[src/rtl/sdram_arb.sv]
`default_nettype none
// ============================================================================
//  Module   : sdram_arb
//  Function : Two-master arbiter driving the SDRAM cpu request port. Port 0 is
//             instruction fetch (burst reads), port 1 is data (reads/writes).
//             Define SDRAM_ARB_RR_EN for round-robin arbitration; otherwise
//             port 1 has fixed priority over port 0.
//  Revision : 1.0  initial release
// ============================================================================
module sdram_arb #(
    parameter int AW  = 32,
    parameter int BCW = 8
) (
    input  logic           clk,
    input  logic           reset_n,
    input  logic           p0_req,
    input  logic [AW-1:0]  p0_addr,
    input  logic [BCW-1:0] p0_burstcount,
    output logic           p0_accept,
    output logic           p0_rvalid,
    output logic           p0_done,
    input  logic           p1_req,
    input  logic           p1_we,
    input  logic [AW-1:0]  p1_addr,
    input  logic [31:0]    p1_wdata,
    input  logic [3:0]     p1_be,
    input  logic [BCW-1:0] p1_burstcount,
    output logic           p1_accept,
    output logic           p1_rvalid,
    output logic           p1_done,
    output logic [31:0]    rdata,
    output logic [AW-1:0]  mem_addr,
    output logic [31:0]    mem_din,
    output logic [3:0]     mem_be,
    output logic [BCW-1:0] mem_burstcount,
    output logic           mem_rd,
    output logic           mem_we,
    input  logic           mem_busy,
    input  logic [31:0]    mem_dout,
    input  logic           mem_dout_ready
);

    localparam logic [BCW-1:0] c_BC_ONE = BCW'(1);

    typedef enum logic [1:0] {
        S_IDLE  = 2'd0,
        S_ISSUE = 2'd1,
        S_WAIT  = 2'd2
    } state_t;

    state_t         r_state;
    logic           r_owner;
    logic           r_first;
    logic [BCW-1:0] r_beats_left;

    logic           w_grant_any;
    logic           w_grant_port;
    logic [BCW-1:0] w_p0_bc;
    logic [BCW-1:0] w_p1_bc;
    logic           w_beat;
    logic [BCW-1:0] w_beats_next;
    logic           w_complete;

`ifdef SDRAM_ARB_RR_EN
    // Port favoured on a tie; points away from the most recent grant.
    logic r_rr_ptr;

    always_comb begin
        w_grant_any  = p0_req | p1_req;
        w_grant_port = (p0_req && p1_req) ? r_rr_ptr : p1_req;
    end

    always_ff @(posedge clk or negedge reset_n) begin
        if (!reset_n) begin
            r_rr_ptr <= 1'b0;
        end else if (r_state == S_IDLE && w_grant_any) begin
            r_rr_ptr <= ~w_grant_port;
        end
    end
`else
    always_comb begin
        w_grant_any  = p0_req | p1_req;
        w_grant_port = p1_req;
    end
`endif

    assign w_p0_bc = (p0_burstcount == '0) ? c_BC_ONE : p0_burstcount;
    assign w_p1_bc = (p1_we || p1_burstcount == '0) ? c_BC_ONE : p1_burstcount;

    // Beats beyond the requested count are dropped, never forwarded.
    assign w_beat       = mem_dout_ready && (r_state == S_WAIT) && (r_beats_left != '0);
    assign w_beats_next = r_beats_left - {{(BCW-1){1'b0}}, w_beat};
    // Busy lags the strobe by a cycle, so the first WAIT cycle cannot complete.
    assign w_complete   = (r_state == S_WAIT) && !r_first && (w_beats_next == '0) && !mem_busy;

    assign p0_rvalid = w_beat && !r_owner;
    assign p1_rvalid = w_beat &&  r_owner;
    assign p0_done   = w_complete && !r_owner;
    assign p1_done   = w_complete &&  r_owner;
    assign rdata     = mem_dout;

    always_ff @(posedge clk or negedge reset_n) begin
        if (!reset_n) begin
            r_state        <= S_IDLE;
            r_owner        <= 1'b0;
            r_first        <= 1'b0;
            r_beats_left   <= '0;
            mem_addr       <= '0;
            mem_din        <= '0;
            mem_be         <= '0;
            mem_burstcount <= '0;
            mem_rd         <= 1'b0;
            mem_we         <= 1'b0;
            p0_accept      <= 1'b0;
            p1_accept      <= 1'b0;
        end else begin
            mem_rd    <= 1'b0;
            mem_we    <= 1'b0;
            p0_accept <= 1'b0;
            p1_accept <= 1'b0;
            case (r_state)
                S_IDLE: begin
                    if (w_grant_any) begin
                        r_owner <= w_grant_port;
                        r_state <= S_ISSUE;
                        if (w_grant_port) begin
                            mem_addr       <= p1_addr;
                            mem_din        <= p1_wdata;
                            mem_be         <= p1_be;
                            mem_burstcount <= w_p1_bc;
                            r_beats_left   <= p1_we ? '0 : w_p1_bc;
                            mem_rd         <= ~p1_we;
                            mem_we         <= p1_we;
                            p1_accept      <= 1'b1;
                        end else begin
                            mem_addr       <= p0_addr;
                            mem_din        <= '0;
                            mem_be         <= 4'hF;
                            mem_burstcount <= w_p0_bc;
                            r_beats_left   <= w_p0_bc;
                            mem_rd         <= 1'b1;
                            p0_accept      <= 1'b1;
                        end
                    end
                end
                S_ISSUE: begin
                    r_first <= 1'b1;
                    r_state <= S_WAIT;
                end
                S_WAIT: begin
                    r_first      <= 1'b0;
                    r_beats_left <= w_beats_next;
                    if (w_complete) begin
                        r_state <= S_IDLE;
                    end
                end
                default: r_state <= S_IDLE;
            endcase
        end
    end

`ifndef SYNTHESIS
    always_ff @(posedge clk) begin
        if (reset_n && r_state == S_WAIT && mem_dout_ready && r_beats_left == '0) begin
            $error("sdram_arb: read beat received with no beats outstanding");
        end
    end
`endif

endmodule
`default_nettype wire

[config.mk]
export PLATFORM = sky130hd
export DESIGN_NAME = sdram_arb
export DESIGN_NICKNAME = d
export VERILOG_FILES = /design/src/rtl/sdram_arb.sv
export SDC_FILE = /design/constraint.sdc
export NUM_CORES = 1
export LEC_CHECK = 0
export ABC_AREA = 1
export CORE_UTILIZATION = 24
export CTS_CLUSTER_SIZE = 8
export DETAILED_ROUTE_END_ITERATION = 16
export GPL_TIMING_DRIVEN = 0
export PLACE_DENSITY = 0.66
export SLEW_MARGIN = 15
export SYNTH_ARGS = -nofsm -noshare
export SYNTH_HDL_FRONTEND = slang
export SYNTH_SLANG_ARGS = --single-unit
[constraint.sdc]
create_clock -name clk -period 2.6 [get_ports clk]
set_input_delay 0.26 -clock clk [delete_from_list [all_inputs] [get_ports clk]]
set_output_delay 0.26 -clock clk [all_outputs]
set_load 0.05 [all_outputs]
==> impl_metrics.json <==
{
  "cp.required_ns": 2.34,
  "crit_type": "reg -> out",
  "synth-xor-area-share": 0.00198,
  "area_growth_pct": 74.9,
  "final.period_utilization": 1.09,
  "cts_buffers": 9,
  "avgSynthCellArea_um2": 9.01,
  "path_clk_slew_ns": 0.07,
  "route.antenna.remaining_nets": 0,
  "slew_headroom": 0.624,
  "synth_fa_ha_area_frac": 0.0170,
  "finalClockSkew_ns": 0.00458,
  "r2r_slack_ns": -0.07,
  "vias_per_cell": 4.49,
  "synth_mux_area_frac": 0,
  "mostFrequentLayoutCell": "clkdlybuf4s50_1",
  "syn_nets": 652,
  "clk_path_buf_depth": 2,
  "clk-insertion-delay-late_ns": 0.35,
  "path_delay_family": "simple AND/OR/NAND/NOR gates",
  "endpoint_kind": "primary output",
  "drive_gt1_frac": 0.167,
  "tightestPinTransition_ns": 0.563,
  "stdcell_area_mm2": 0.00773,
  "r2r-end": "r_beats_left[2]$_DFFE_PN0P_",
  "hold_viol": 0,
  "synthSimpleGateAreaFrac": 0.201,
  "synth_top_family_by_area": "simple AND/OR/NAND/NOR gates",
  "rows": 49,
  "grt_overflow": 0,
  "yosys_register_bits": 92,
  "hold_class": "in -> async",
  "yosysWarningCount": 0,
  "fin_nets": 922,
  "dieHeight_um": 138,
  "critPathMaxStageDelay_ns": 0.45,
  "dr_total_vias": 4478,
  "synth_compound_area_frac": 0.146,
  "cp.arrival_ns": 2.58,
  "cts_tree": "yes",
  "syn_inst": 491,
  "io_pins": 271,
  "timing.rr.start": "r_beats_left[2]$_DFFE_PN0P_",
  "remaining_drc_errors": 0,
  "grt_pass1_vias": 4379,
  "peakVddDrop_uv": 1250,
  "violations": "negative setup slack",
  "dp_hpwl_um": 12100,
  "crit_fanout": 4,
  "dr.pass1.iters": 6,
  "grt_max_degree": 51,
  "setup_violations": 3,
  "cp_num_buf_inv": 2,
  "fmax_ghz": 0.352,
  "ys_seq_area_frac": 0.521,
  "grt_antenna_before_repair": 5,
  "hold_slack_ns": 0.429,
  "placed_area_mm2": 0.00717,
  "port_buffers": 238,
  "track_usage": 0.166,
  "period_minus_slack_ns": 2.84,
  "htreeDepth": 3,
  "finalWorstSetupSlack_ns": -0.241,
  "finalMaxSlewViolations": 0,
  "endpoint": "p0_done",
  "cp_slowest_cell": "dfrtp_2",
  "cp-startpoint": "r_beats_left[2]$_DFFE_PN0P_",
  "power.density_mw_per_mm2": 1260,
  "routedWlPerCell_um": 16.0,
  "synth_area_mm2": 0.00442,
  "grt_setup_unrepaired": "yes",
  "drt-initial-drc-count": 151,
  "cts.sinks": 92,
  "cts_root_buf": "clkbuf_16",
  "final_cell_mix": "clkdlybuf4s50_1 (233), nand2_1 (109), dfrtp_1 (90), nor2_1 (57), buf_4 (48)",
  "dieArea_mm2": 0.0190,
  "max_cap_violations": 0,
  "die_x_um": 138,
  "synth_cell_types": 33,
  "grt_pass1_wl_um": 23300,
  "cp_num_cells": 13,
  "crit_chain": "nor2_4 > nand2_4 > nor3_4 > nor3_4 > ha_2 > ha_4 > buf_4 > nand4_1 > nand2_2 > nor2_2 > nand3_4 > nor2_4 > buf_8",
  "power.leakage_nw": 3.41,
  "start_util": 0.245,
  "tns_ns": -0.545,
  "core_area_mm2": 0.0180,
  "gp_congestion": 0.866,
  "critPathLaunchType": "register",
  "wirelength_um": 15900,
  "status": "finished, violations left",
  "r2r_cells": 20,
  "layout.core_utilization": 0.429
}
worst register-to-register path, delay by kind of cell, from the launching register on:
| kind | cells | cell delay (ns) |
|---|---|---|
| buffers and inverters | 9 | 0.89 |
| DFF | 1 | 0.45 |
| adders and majority gates | 2 | 0.38 |
| and+or+nand+nor | 9 | 0.85 |
cells in the mapped netlist:
cell	number	area, um^2
ha_1	6	75.1
clkinv_1	2	7.51
nand3_1	18	90.1
o211ai_1	1	7.51
a22o_1	32	280
dfrtp_1	92	2300
a31oi_1	36	225
o22a_1	4	35.0
nor3_1	2	10.0
nand3_2	2	20.0
buf_2	18	90.1
nand2_1	113	424
nand2_2	5	31.3
o22ai_1	2	12.5
nor4_1	4	25.0
buf_4	35	263
nor2_2	3	18.8
xor2_1	1	8.76
nand4_1	5	31.3
o21ai_1	4	20.0
clkbuf_1	4	15.0
a21oi_1	3	15.0
buf_8	1	15.0
a22oi_1	1	7.51
o21ai_2	1	8.76
nor2_1	60	225
inv_1	21	78.8
inv_2	4	15.0
buf_1	1	3.75
o21ai_0	7	35.0
buf_6	1	11.3
nand3b_1	1	7.51
or2_1	1	6.26
cell families (layout without fill, tap and decap cells):
kind of cell,after synthesis,in the layout
compound gates,91,91
fa+ha+maj,6,6
flops,92,92
buf+inv,87,362
simple gates,214,214
xor+xnor,1,1
other cells,0,2
worst min-delay path by stage:
stage                                         end  slack [ns]  cells after the start
global placement    mem_burstcount[6]$_DFFE_PN0P_        0.47                      2
floorplan                 mem_addr[0]$_DFFE_PN0P_       -0.04                      0
global route              mem_din[22]$_DFFE_PN0P_        0.47                      2
finish                    mem_din[18]$_DFFE_PN0P_        0.43                      2
detailed placement        mem_din[22]$_DFFE_PN0P_        0.23                      1
CTS                       mem_din[22]$_DFFE_PN0P_        0.44                      2
area by class of cell:
type / count / area (um^2)
Inverter: 27 / 116
Timing Repair Buffer: 261 / 2620
Clock inverter: 7 / 70.1
Multi-Input combinational cell: 312 / 1730
Antenna cell: 2 / 5.00
Tap cell: 229 / 287
Sequential cell: 92 / 2300
Fill cell: 1818 / 10300
Clock buffer: 9 / 225
Buffer: 58 / 379
registers in the layout, summed over array words and instances (netlist names):
name and cells:
p1_accept 1, mem_be 4, r_owner 1, r_first 1
mem_we 1, mem_burstcount 8, r_beats_left 8, mem_rd 1
mem_din 32, mem_addr 32, p0_accept 1, r_state 2
stage by stage:
step,setup slack (ns),power [mW],std cells
floorplan,-0.136,6.20,491
global placement,-2.32,8.21,958
detailed placement,-0.886,8.27,959
CTS,-0.255,9.79,992
global route,-0.366,10.3,997
finish,-0.241,9.78,997
layer usage:
layer,track usage,part of all wire,vias to the layer above,routed length [um]
li1,-,-,2170,-
met1,0.180,0.39,2059,6210
met2,0.292,0.48,214,7640
met3,0.0618,0.10,31,1640
met4,0.0658,0.025,4,404
met5,0,0.0017,-,27
timing repair:
item,CTS,global route
hold endpoints to repair,49,0
endpoints found under the setup margin,6,5
setup buffers,17,5
hold buffers,1,0
resized for setup,32,17
pin swaps,12,11
report_power, final:
group	switching [mW]	leakage, nW	internal [mW]	total [mW]
Clock	0.631	0.147	0.676	1.31
Sequential	0.417	1.10	2.12	2.53
Combinational	3.84	2.16	2.11	5.94
Total	4.88	3.41	4.90	9.78
No activity file was read; power rests on OpenSTA's default activity.
